===== config.mk =====
export PLATFORM = sky130hd
export DESIGN_NAME = line_burst_adapter
export DESIGN_NICKNAME = d
export VERILOG_FILES = /design/src/rtl/line_burst_adapter.sv
export SDC_FILE = /design/constraint.sdc
export NUM_CORES = 1
export LEC_CHECK = 0
export CORE_AREA = 2 2 273 275
export CTS_CLUSTER_SIZE = 24
export DETAILED_ROUTE_END_ITERATION = 12
export DIE_AREA = 0 0 275 277
export PLACE_DENSITY_LB_ADDON = 0.08
export REMOVE_ABC_BUFFERS = 1
export SKIP_CTS_REPAIR_TIMING = 1
export SYNTH_ARGS = -nofsm -noshare
export SYNTH_HDL_FRONTEND = slang
export SYNTH_SLANG_ARGS = --single-unit

===== constraint.sdc =====
create_clock -name clk -period 3.14 [get_ports clk]
set_input_delay 0.314 -clock clk [delete_from_list [all_inputs] [get_ports clk]]
set_output_delay 0.314 -clock clk [all_outputs]
set_load 0.02 [all_outputs]

===== src/rtl/line_burst_adapter.sv =====
// Bridges a 256-bit cache line interface onto a BEAT_W-wide memory burst bus.
// Writeback wins over fill when both are requested; BEAT_W*NUM_BEATS must be 256.
module line_burst_adapter #(
  parameter int BEAT_W    = 64,
  parameter int NUM_BEATS = 4
) (
  input  logic              clk,
  input  logic              rst,
  input  logic [31:0]       line_addr,
  input  logic [255:0]      line_wdata,
  output logic [255:0]      line_rdata,
  input  logic              line_read,
  input  logic              line_write,
  output logic              line_resp,
  output logic [31:0]       burst_addr,
  output logic [BEAT_W-1:0] burst_wdata,
  input  logic [BEAT_W-1:0] burst_rdata,
  output logic              burst_read,
  output logic              burst_write,
  input  logic              burst_resp
);

  localparam int CNT_W = (NUM_BEATS > 1) ? $clog2(NUM_BEATS) : 1;
  localparam logic [CNT_W-1:0] LAST_BEAT = CNT_W'(NUM_BEATS - 1);
  localparam logic [31:0] LINE_MASK = 32'hFFFF_FFE0;

  typedef enum logic [1:0] {IDLE, READ, WRITE, DONE} state_t;

  state_t           state;
  state_t           state_next;
  logic [CNT_W-1:0] cnt;
  logic [CNT_W-1:0] cnt_next;
  logic [31:0]      addr_q;
  logic [255:0]     wdata_q;
  logic [255:0]     rdata_q;

  assign cnt_next = (cnt == LAST_BEAT) ? '0 : cnt + 1'b1;

  always_ff @(posedge clk) begin
    if (rst) state <= IDLE;
    else     state <= state_next;
  end

  always_comb begin
    state_next = state;
    case (state)
      IDLE: begin
        if (line_write)     state_next = WRITE;
        else if (line_read) state_next = READ;
      end
      READ, WRITE: begin
        if (burst_resp && (cnt == LAST_BEAT)) state_next = DONE;
      end
      DONE:    state_next = IDLE;
      default: state_next = IDLE;
    endcase
  end

  // Address is stored already line-aligned so the burst side just gates it.
  always_ff @(posedge clk) begin
    if (rst) begin
      cnt     <= '0;
      addr_q  <= '0;
      wdata_q <= '0;
      rdata_q <= '0;
    end else begin
      case (state)
        IDLE: begin
          if (line_write) begin
            addr_q  <= line_addr & LINE_MASK;
            wdata_q <= line_wdata;
            cnt     <= '0;
          end else if (line_read) begin
            addr_q <= line_addr & LINE_MASK;
            cnt    <= '0;
          end
        end
        READ: begin
          if (burst_resp) begin
            for (int k = 0; k < NUM_BEATS; k++) begin
              if (cnt == CNT_W'(k)) rdata_q[k*BEAT_W +: BEAT_W] <= burst_rdata;
            end
            cnt <= cnt_next;
          end
        end
        WRITE: begin
          if (burst_resp) cnt <= cnt_next;
        end
        default: ;
      endcase
    end
  end

  always_comb begin
    burst_wdata = '0;
    if (state == WRITE) begin
      for (int k = 0; k < NUM_BEATS; k++) begin
        if (cnt == CNT_W'(k)) burst_wdata = wdata_q[k*BEAT_W +: BEAT_W];
      end
    end
  end

  assign burst_read  = (state == READ);
  assign burst_write = (state == WRITE);
  assign burst_addr  = (state == READ || state == WRITE) ? addr_q : '0;
  assign line_resp   = (state == DONE);
  assign line_rdata  = rdata_q;

endmodule

* Yosys cells after proc, flatten, opt, wreduce, memory -nomap -nowiden *
Cells that the tools add are included.

storage, ports and cells
  register bits = 548
  bits of input ports = 357
  output and inout port bits = 355
  word-level logic and storage cells = 50

cells by class
  add/sub/neg operators = 1
  eq/ne operators = 9
  multiplexer cells = 17
  reductions and logical operators = 15

operators by type and width
  kind                   count
  $mux W64               5
  $mux W32               3
  $reduce_and A3 Y1      5
  $mux W2                7
  $eq A2 B2 Y1 const B   4
  $pmux W2 S3            1
  $reduce_and A2 Y1      3
  $eq A2 B1 Y1 const B   2
  $logic_not A2 Y1       2
  $ne A2 B1 Y1 const B   2
  $pmux W2 S2            1
  $reduce_bool A2 Y1     2
  $ne A3 B3 Y1 const B   1
  $add A2 B1 Y2 const B  1
  $reduce_or A2 Y1       1
  $logic_and A1 B1 Y1    1
  $logic_or A1 B1 Y1     1

* Logic depth before layout (Yosys ltp) *
Gate-level depths: netlist of the first run.

  depth after elaboration = 6
  mapped depth = 8
  mapped depth without buffers = 5

* Least setup slack after synthesis of the first run *
OpenSTA, ideal clock, no wires.

  path type = register to output
  start point = register cnt[1]
  end point = output burst_wdata[20]
  arrival time = 1742 ps
  data required time = 2826 ps
  slack = 1084 ps
  cell stages (with the launch flop) = 7
  path buffers = 2
  cell sequence = dfxtp_1 inv_1 ha_1 buf_2 buf_1 a221oi_1 o31ai_1

between the ends
  cells in the longest elaborated chain, start to end = 6
  elaborated cells on any way between the ends = 9
  those cells by class = eq/ne (3); mux (5); reduce/logical (1)

ends and longest elaborated chain
  item                    line  RTL
  start, declared         31    logic [CNT_W-1:0] cnt;
  start signal, assigned  83    cnt <= cnt_next;
  start signal, assigned  87    if (burst_resp) cnt <= cnt_next;
  $logic_not A2 Y1        98    if (cnt == CNT_W'(k)) burst_wdata = wdata_q[k*BEAT_W +: BEAT_W];
  $mux W64 (3 in a row)   98
  $mux W64 (*)            98
  $mux W64 (*)            96    if (state == WRITE) begin
  end, declared           16    output logic [BEAT_W-1:0] burst_wdata,

Every way passes the cells marked *; elsewhere a longest branch is shown, timed or not.

* Worst setup path in the final report of the first run *
  start point = register cnt[0]
  end point = output burst_wdata[59]

The elaborated chain is that of the path after synthesis.

==> results.yml, run 1 <==
run_status:
  status: "completed"
hold_path:
  min_path_type: "primary input to flip-flop"
critical_path:
  startpoint_type: "flip-flop"
  cp_cell_sequence: "inv_1, ha_2, nor2b_4, buf_12, clkbuf_16, a221oi_1, o31ai_1, clkbuf_2"
  cp_top_family: "buffers and inverters"
  crit_path_end_kind: "output port"
  crit_type: "flip-flop to output port"
  worstPathMaxFanout: 22
  slowest_stage: "dfxtp_1"
  worstPathRequired_ns: 2.83
  cp_num_buf_inv: 4
  critPathArrivalTime_ns: 2.66
  max_stage_delay_ns: 0.36
place:
  gp_congestion: 0.830
  io_buffer_count: 701
  hpwl_um: 58200
  postPlaceCellArea_um2: 28900
  dp_slack_ns: 0.175
pwr:
  p_clk_share_pct: 33.6
  vdd_drop_max_mv: 0.479
  internal_power_mw: 14.2
  p_sw_share_pct: 33.5
  p_switching_mw: 7.14
  powerDensity_nw_per_um2: 685
  p_leak_nw: 11.6
  p_seq_share_pct: 37.9
  pwr-share-comb_pct: 28.5
  power_mw: 21.3
sta:
  hold_viol_final: 0
  fmax_mhz: 336
  layout_min_cycle_time_ns: 2.97
  hold_ws_ns: 0.192
  fin_ws_ns: 0.166
  final.setup.tns_ns: 0
  setup_violations: 0
  period_share_pct: 94.7
  drv_slew: 0
  timing_worst_slew_pin_value_ns: 1.05
  relSlewSlack_pct: 30.1
  fin_skew_ns: 0.0216
  rsz0062_at_grt: "no"
floorplan:
  fp.dieH_um: 277
  die_area_um2: 76200
  die_w_um: 275
  start_util_pct: 28.5
  ios: 712
  num_rows: 100
  fp.coreArea_um2: 73600
route:
  avgViaCountPerCell: 4.82
  drtIter0Drc: 1375
  antenna_left: 0
  drt_pre_antenna_iters: 5
  wirelength_um: 89000
  drc: 0
  vias: 20900
  wire_per_inst_um: 20.5
cts:
  cts.sinks: 543
  cts_made_buffers: 61
  clk_pin_slew_worst_paths_ns: 0.06
  cts.htree.levels: 2
  cts_max_path_buffers: 3
  insertion_delay_ns: 0.63
  root_buffer: "clkbuf_16"
  tritoncts: "yes"
global_route:
  grt_usage_pct: 22.0
  grt_pass1_vias: 20200
  antenna_found_initial: 19
  overflow: 0
  grt_max_degree: 136
  grt_pass1_wl_um: 129000
finish:
  drive_above_1_share_pct: 5.43
  areaGrowthSynthToFinish_pct: 48.3
  nNetsFinal: 3675
  nFillCells: 7394
  stdcell_area_um2: 31100
logic_synthesis:
  ys.flop_type: "dfxtp_1"
  synthArstFlopShare_pct: 0
  synthTopCellsByCount: "nand2_1, dfxtp_1, a21oi_1"
  yosysWarnings: 0
  syn_area_per_cell_um2: 7.69
  synth_cells: 2725
  synth_edf_count: 0
  synth_top_area_cell: "dfxtp_1"
  ys_seq_area_share_pct: 51.8
  ys_types: 28
  yosysMostFrequentCell: "nand2_1"
  synth.top_cells.by_area: "dfxtp_1, nand2_1, a21oi_1, a221oi_1, buf_2"
  synth_top_area_share_pct: 51.8
  synth_area_um2: 21000
  ys_seq_elements: 543
run:
  maxCapViolCount: 0
## power by group through the flow
stage               Sequential (mW)  Combinational [mW]  Clock (mW)
floorplan                      8.27                3.05           0
global placement               8.19                5.87           0
detailed placement             8.22                5.95           0
CTS                            8.07                5.96        7.37
global route                   8.16                6.58        7.65
finish                         8.08                6.07        7.15
## cell families after synthesis
family	share of synthesized area, %
and+or+nand+nor	24.1
DFF	51.8
AOI/OAI and AO/OA	18.1
adders and majority gates	0.537
muxes	0.143
other	0.0179
buffers and inverters	5.18
## per-stage QoR
step | cells | util (%)
floorplan | 2494 | -
global route | 4332 | 42.2
finish | 4335 | 42.3
global placement | 4210 | 39.3
CTS | 4315 | 41.9
detailed placement | 4210 | 39.3
## path summary, 6_finish.rpt
path | from | depth (start not counted) | slack [ns] | to
setup / recovery | cnt[0] | 8 | 0.17 | burst_wdata[59]
setup reg to reg | cnt[0] | 7 | 0.79 | line_rdata[182]
hold reg to reg | addr_q[26] | 2 | 0.45 | addr_q[26]
hold / removal | rst | 2 | 0.19 | line_rdata[142]
## metal layers
metal | global-route usage [%] | wire (um) | vias to the layer above | share of wire (%)
met5 | 0 | 38 | - | 0.043
met4 | 7.46 | 2340 | 6 | 2.6
met3 | 6.89 | 7620 | 118 | 8.6
met2 | 36.1 | 42400 | 653 | 48
met1 | 27.2 | 36700 | 9960 | 41
li1 | - | - | 10200 | -
## flip-flops by register name, indices dropped and copies added (netlist names)
register    count
line_rdata    256
wdata_q       256
addr_q         27
cnt             2
state           2
## cell type report
| cell class | count | area, um2 | share of cell area (%) |
|---|---|---|---|
| clock buffers | 92 | 1800 | 5.80 |
| well taps | 969 | 1210 | 3.90 |
| repair buffers | 752 | 7830 | 25.2 |
| multi-input cells | 1947 | 9140 | 29.4 |
| flip-flops and latches | 543 | 10900 | 35.0 |
| diodes | 15 | 37.5 | 0.121 |
| clock inverters | 13 | 179 | 0.576 |
| inverters | 4 | 15.0 | 0.0483 |
## layout by cell type, fill, tap and decap left out, types with 2 or more instances in the layout
| cell type | netlist | routed |
|---|---|---|
| nor2b_1 | 65 | 64 |
| clkbuf_16 | 0 | 62 |
| ha_1 | 9 | 3 |
| inv_6 | 0 | 3 |
| clkinv_2 | 0 | 5 |
| and2_1 | 28 | 27 |
| diode_2 | 0 | 15 |
| nand2b_1 | 3 | 2 |
| a221oi_1 | 64 | 64 |
| ha_2 | 0 | 4 |
| mux2i_1 | 3 | 3 |
| clkdlybuf4s50_1 | 0 | 636 |
| o31ai_1 | 66 | 60 |
| nor2_1 | 2 | 2 |
| bufinv_16 | 0 | 4 |
| clkbuf_8 | 0 | 16 |
| dfxtp_1 | 543 | 543 |
| clkbuf_2 | 1 | 14 |
| buf_4 | 17 | 22 |
| and3_2 | 0 | 4 |
| conb_1 | 1 | 5 |
| ha_4 | 0 | 2 |
| dlymetal6s2s_1 | 0 | 49 |
| or4_1 | 2 | 2 |
| o31ai_2 | 0 | 6 |
| a21oi_1 | 541 | 541 |
| nand3_2 | 1 | 3 |
| inv_1 | 4 | 4 |
| nand2_1 | 1081 | 1080 |
| nand3_1 | 67 | 64 |
| buf_12 | 0 | 27 |
| clkbuf_1 | 103 | 15 |
(Power assumes the default switching activity.)
==> run 2: changes to the inputs <==
==> constraint.sdc (replaced) <==
create_clock -name clk -period 3.14 [get_ports clk]
set_input_delay 0.942 -clock clk [delete_from_list [all_inputs] [get_ports clk]]
set_output_delay 0.942 -clock clk [all_outputs]
set_load 0.02 [all_outputs]
==> results.yml, run 2 (synthesis results as in run 1) <==
run_status:
  status: "finished, violations left"
  violations: "setup timing"
critical_path:
  worstPathRequired_ns: 2.20
  cp_top_family: "buffers and inverters"
  slowest_stage: "dfxtp_2"
  rr_worst_depth: 11
  crit_type: "flip-flop to output port"
  crit_end: "burst_wdata[13]"
  critical_path_depth: 8
  worstPathMaxFanout: 8
  reg2reg_slack_ns: 0.96
  r2r_end: "line_rdata[131]"
  crit_path_end_kind: "output port"
  r2r_start: "cnt[0]"
  cp_cell_sequence: "inv_4, ha_4, nor2b_4, buf_12, clkbuf_16, a221oi_4, o31ai_2, clkbuf_16"
  critPathArrivalTime_ns: 2.37
  cp_num_buf_inv: 4
  startpoint_type: "flip-flop"
  crit_path_frequent_cell: "clkbuf_16"
  max_stage_delay_ns: 0.35
  startpoint: "cnt[1]"
run:
  maxCapViolCount: 0
pwr:
  p_switching_mw: 7.95
  internal_power_mw: 15.3
  powerDensity_nw_per_um2: 709
  pwr-share-comb_pct: 33.1
  power_mw: 23.3
  p_seq_share_pct: 35.0
  p_leak_nw: 12.2
  vdd_drop_max_mv: 0.400
  p_sw_share_pct: 34.1
  p_clk_share_pct: 31.9
finish:
  nNetsFinal: 3759
  nFillCells: 7249
  finalNonFillerCells: 4413
  areaGrowthSynthToFinish_pct: 56.6
  drive_above_1_share_pct: 11.5
  final_cell_mix: "nand2_1, clkdlybuf4s50_1, a21oi_1, dfxtp_1, buf_4"
  final_common_cell: "nand2_1"
place:
  io_buffer_count: 701
  dp_slack_ns: -0.134
  hpwl_um: 60400
  dp_cells: 4262
  gp_congestion: 0.866
route:
  met2_length_um: 44700
  wire_per_inst_um: 20.8
  dr_wl_met3_um: 7570
  m1WireLength_um: 37000
  vias: 21500
  drt_pre_antenna_iters: 5
  drtIter0Drc: 1361
  antenna_left: 0
  highest_layer: "met5"
  drc: 0
  avgViaCountPerCell: 4.87
  wirelength_um: 91700
sta:
  fin_ws_ns: -0.172
  layout_min_cycle_time_ns: 3.31
  hold_ws_ns: 0.450
  setup_violations: 47
  period_share_pct: 105
  rsz0062_at_grt: "yes"
  fin_skew_ns: 0.0237
  relSlewSlack_pct: 51.4
  drv_slew: 0
  fmax_mhz: 302
  timing_worst_slew_pin_value_ns: 0.729
  hold_viol_final: 0
  final.setup.tns_ns: -2.91
global_route:
  grt_usage_pct: 22.4
  overflow: 0
  grt_pass1_wl_um: 131000
  grt_max_degree: 94
  antenna_found_initial: 10
  grt_pass1_vias: 20900
floorplan:
  start_util_pct: 28.5
  fp.coreArea_um2: 73600
  die_area_um2: 76200
  ios: 712
  die_w_um: 275
  fp.dieH_um: 277
  num_rows: 100
cts:
  cts.htree.levels: 3
  cts_made_buffers: 66
  insertion_delay_ns: 0.61
  root_buffer: "clkbuf_16"
  tritoncts: "yes"
  clk_pin_slew_worst_paths_ns: 0.06
  cts.sinks: 543
  cts_max_path_buffers: 3
hold_path:
  min_from: "addr_q[19]"
  min_path_type: "flip-flop to flip-flop"
[run 2: final cells by class]
| class | instances | area [um2] | area share [%] |
|---|---|---|---|
| Antenna cell | 7 | 17.5 | 0.0533 |
| Clock buffer | 101 | 1960 | 5.96 |
| Clock inverter | 11 | 123 | 0.373 |
| Inverter | 4 | 20.0 | 0.0610 |
| Multi-Input combinational cell | 1947 | 9830 | 29.9 |
| Sequential cell | 543 | 10900 | 33.1 |
| Tap cell | 969 | 1210 | 3.69 |
| Timing Repair Buffer | 831 | 8800 | 26.8 |
[run 2: per-layer routing]
| metal | GRT usage [%] | up-vias |
|---|---|---|
| met3 | 7.08 | 127 |
| met1 | 26.9 | 10300 |
| met2 | 37.8 | 713 |
| met5 | 0 | - |
| met4 | 6.86 | 6 |
| li1 | - | 10400 |
[run 2: per-stage QoR]
step           util, %  instance area [um2]
5_1_grt           44.6                32800
3_5_place_dp      40.1                29500
2_1_floorplan        -                19900
3_3_place_gp      40.1                29500
4_1_cts           42.9                31600
6_report          44.6                32800
[run 2: worst min-delay path by stage]
stage                  to  slack (ns)  cells past startpoint
2_1_floorplan  addr_q[10]        0.43                      2
3_3_place_gp   addr_q[22]        0.44                      2
3_5_place_dp   addr_q[19]        0.44                      2
4_1_cts        addr_q[19]        0.45                      2
5_1_grt        addr_q[25]        0.46                      2
6_report       addr_q[19]        0.45                      2
[run 2: power groups by stage]
stage	Sequential [mW]	Combinational [mW]	Clock [mW]
2_1_floorplan	8.27	3.05	0
3_3_place_gp	8.20	6.41	0
3_5_place_dp	8.22	6.48	0
4_1_cts	8.08	6.49	7.66
5_1_grt	8.23	8.29	7.91
6_report	8.15	7.72	7.42
[run 2: worst min-delay path, stage by stage (launching register included)]
cell     delay [ns]
dfxtp_1        0.30
nand2_1        0.05
a21oi_1        0.05
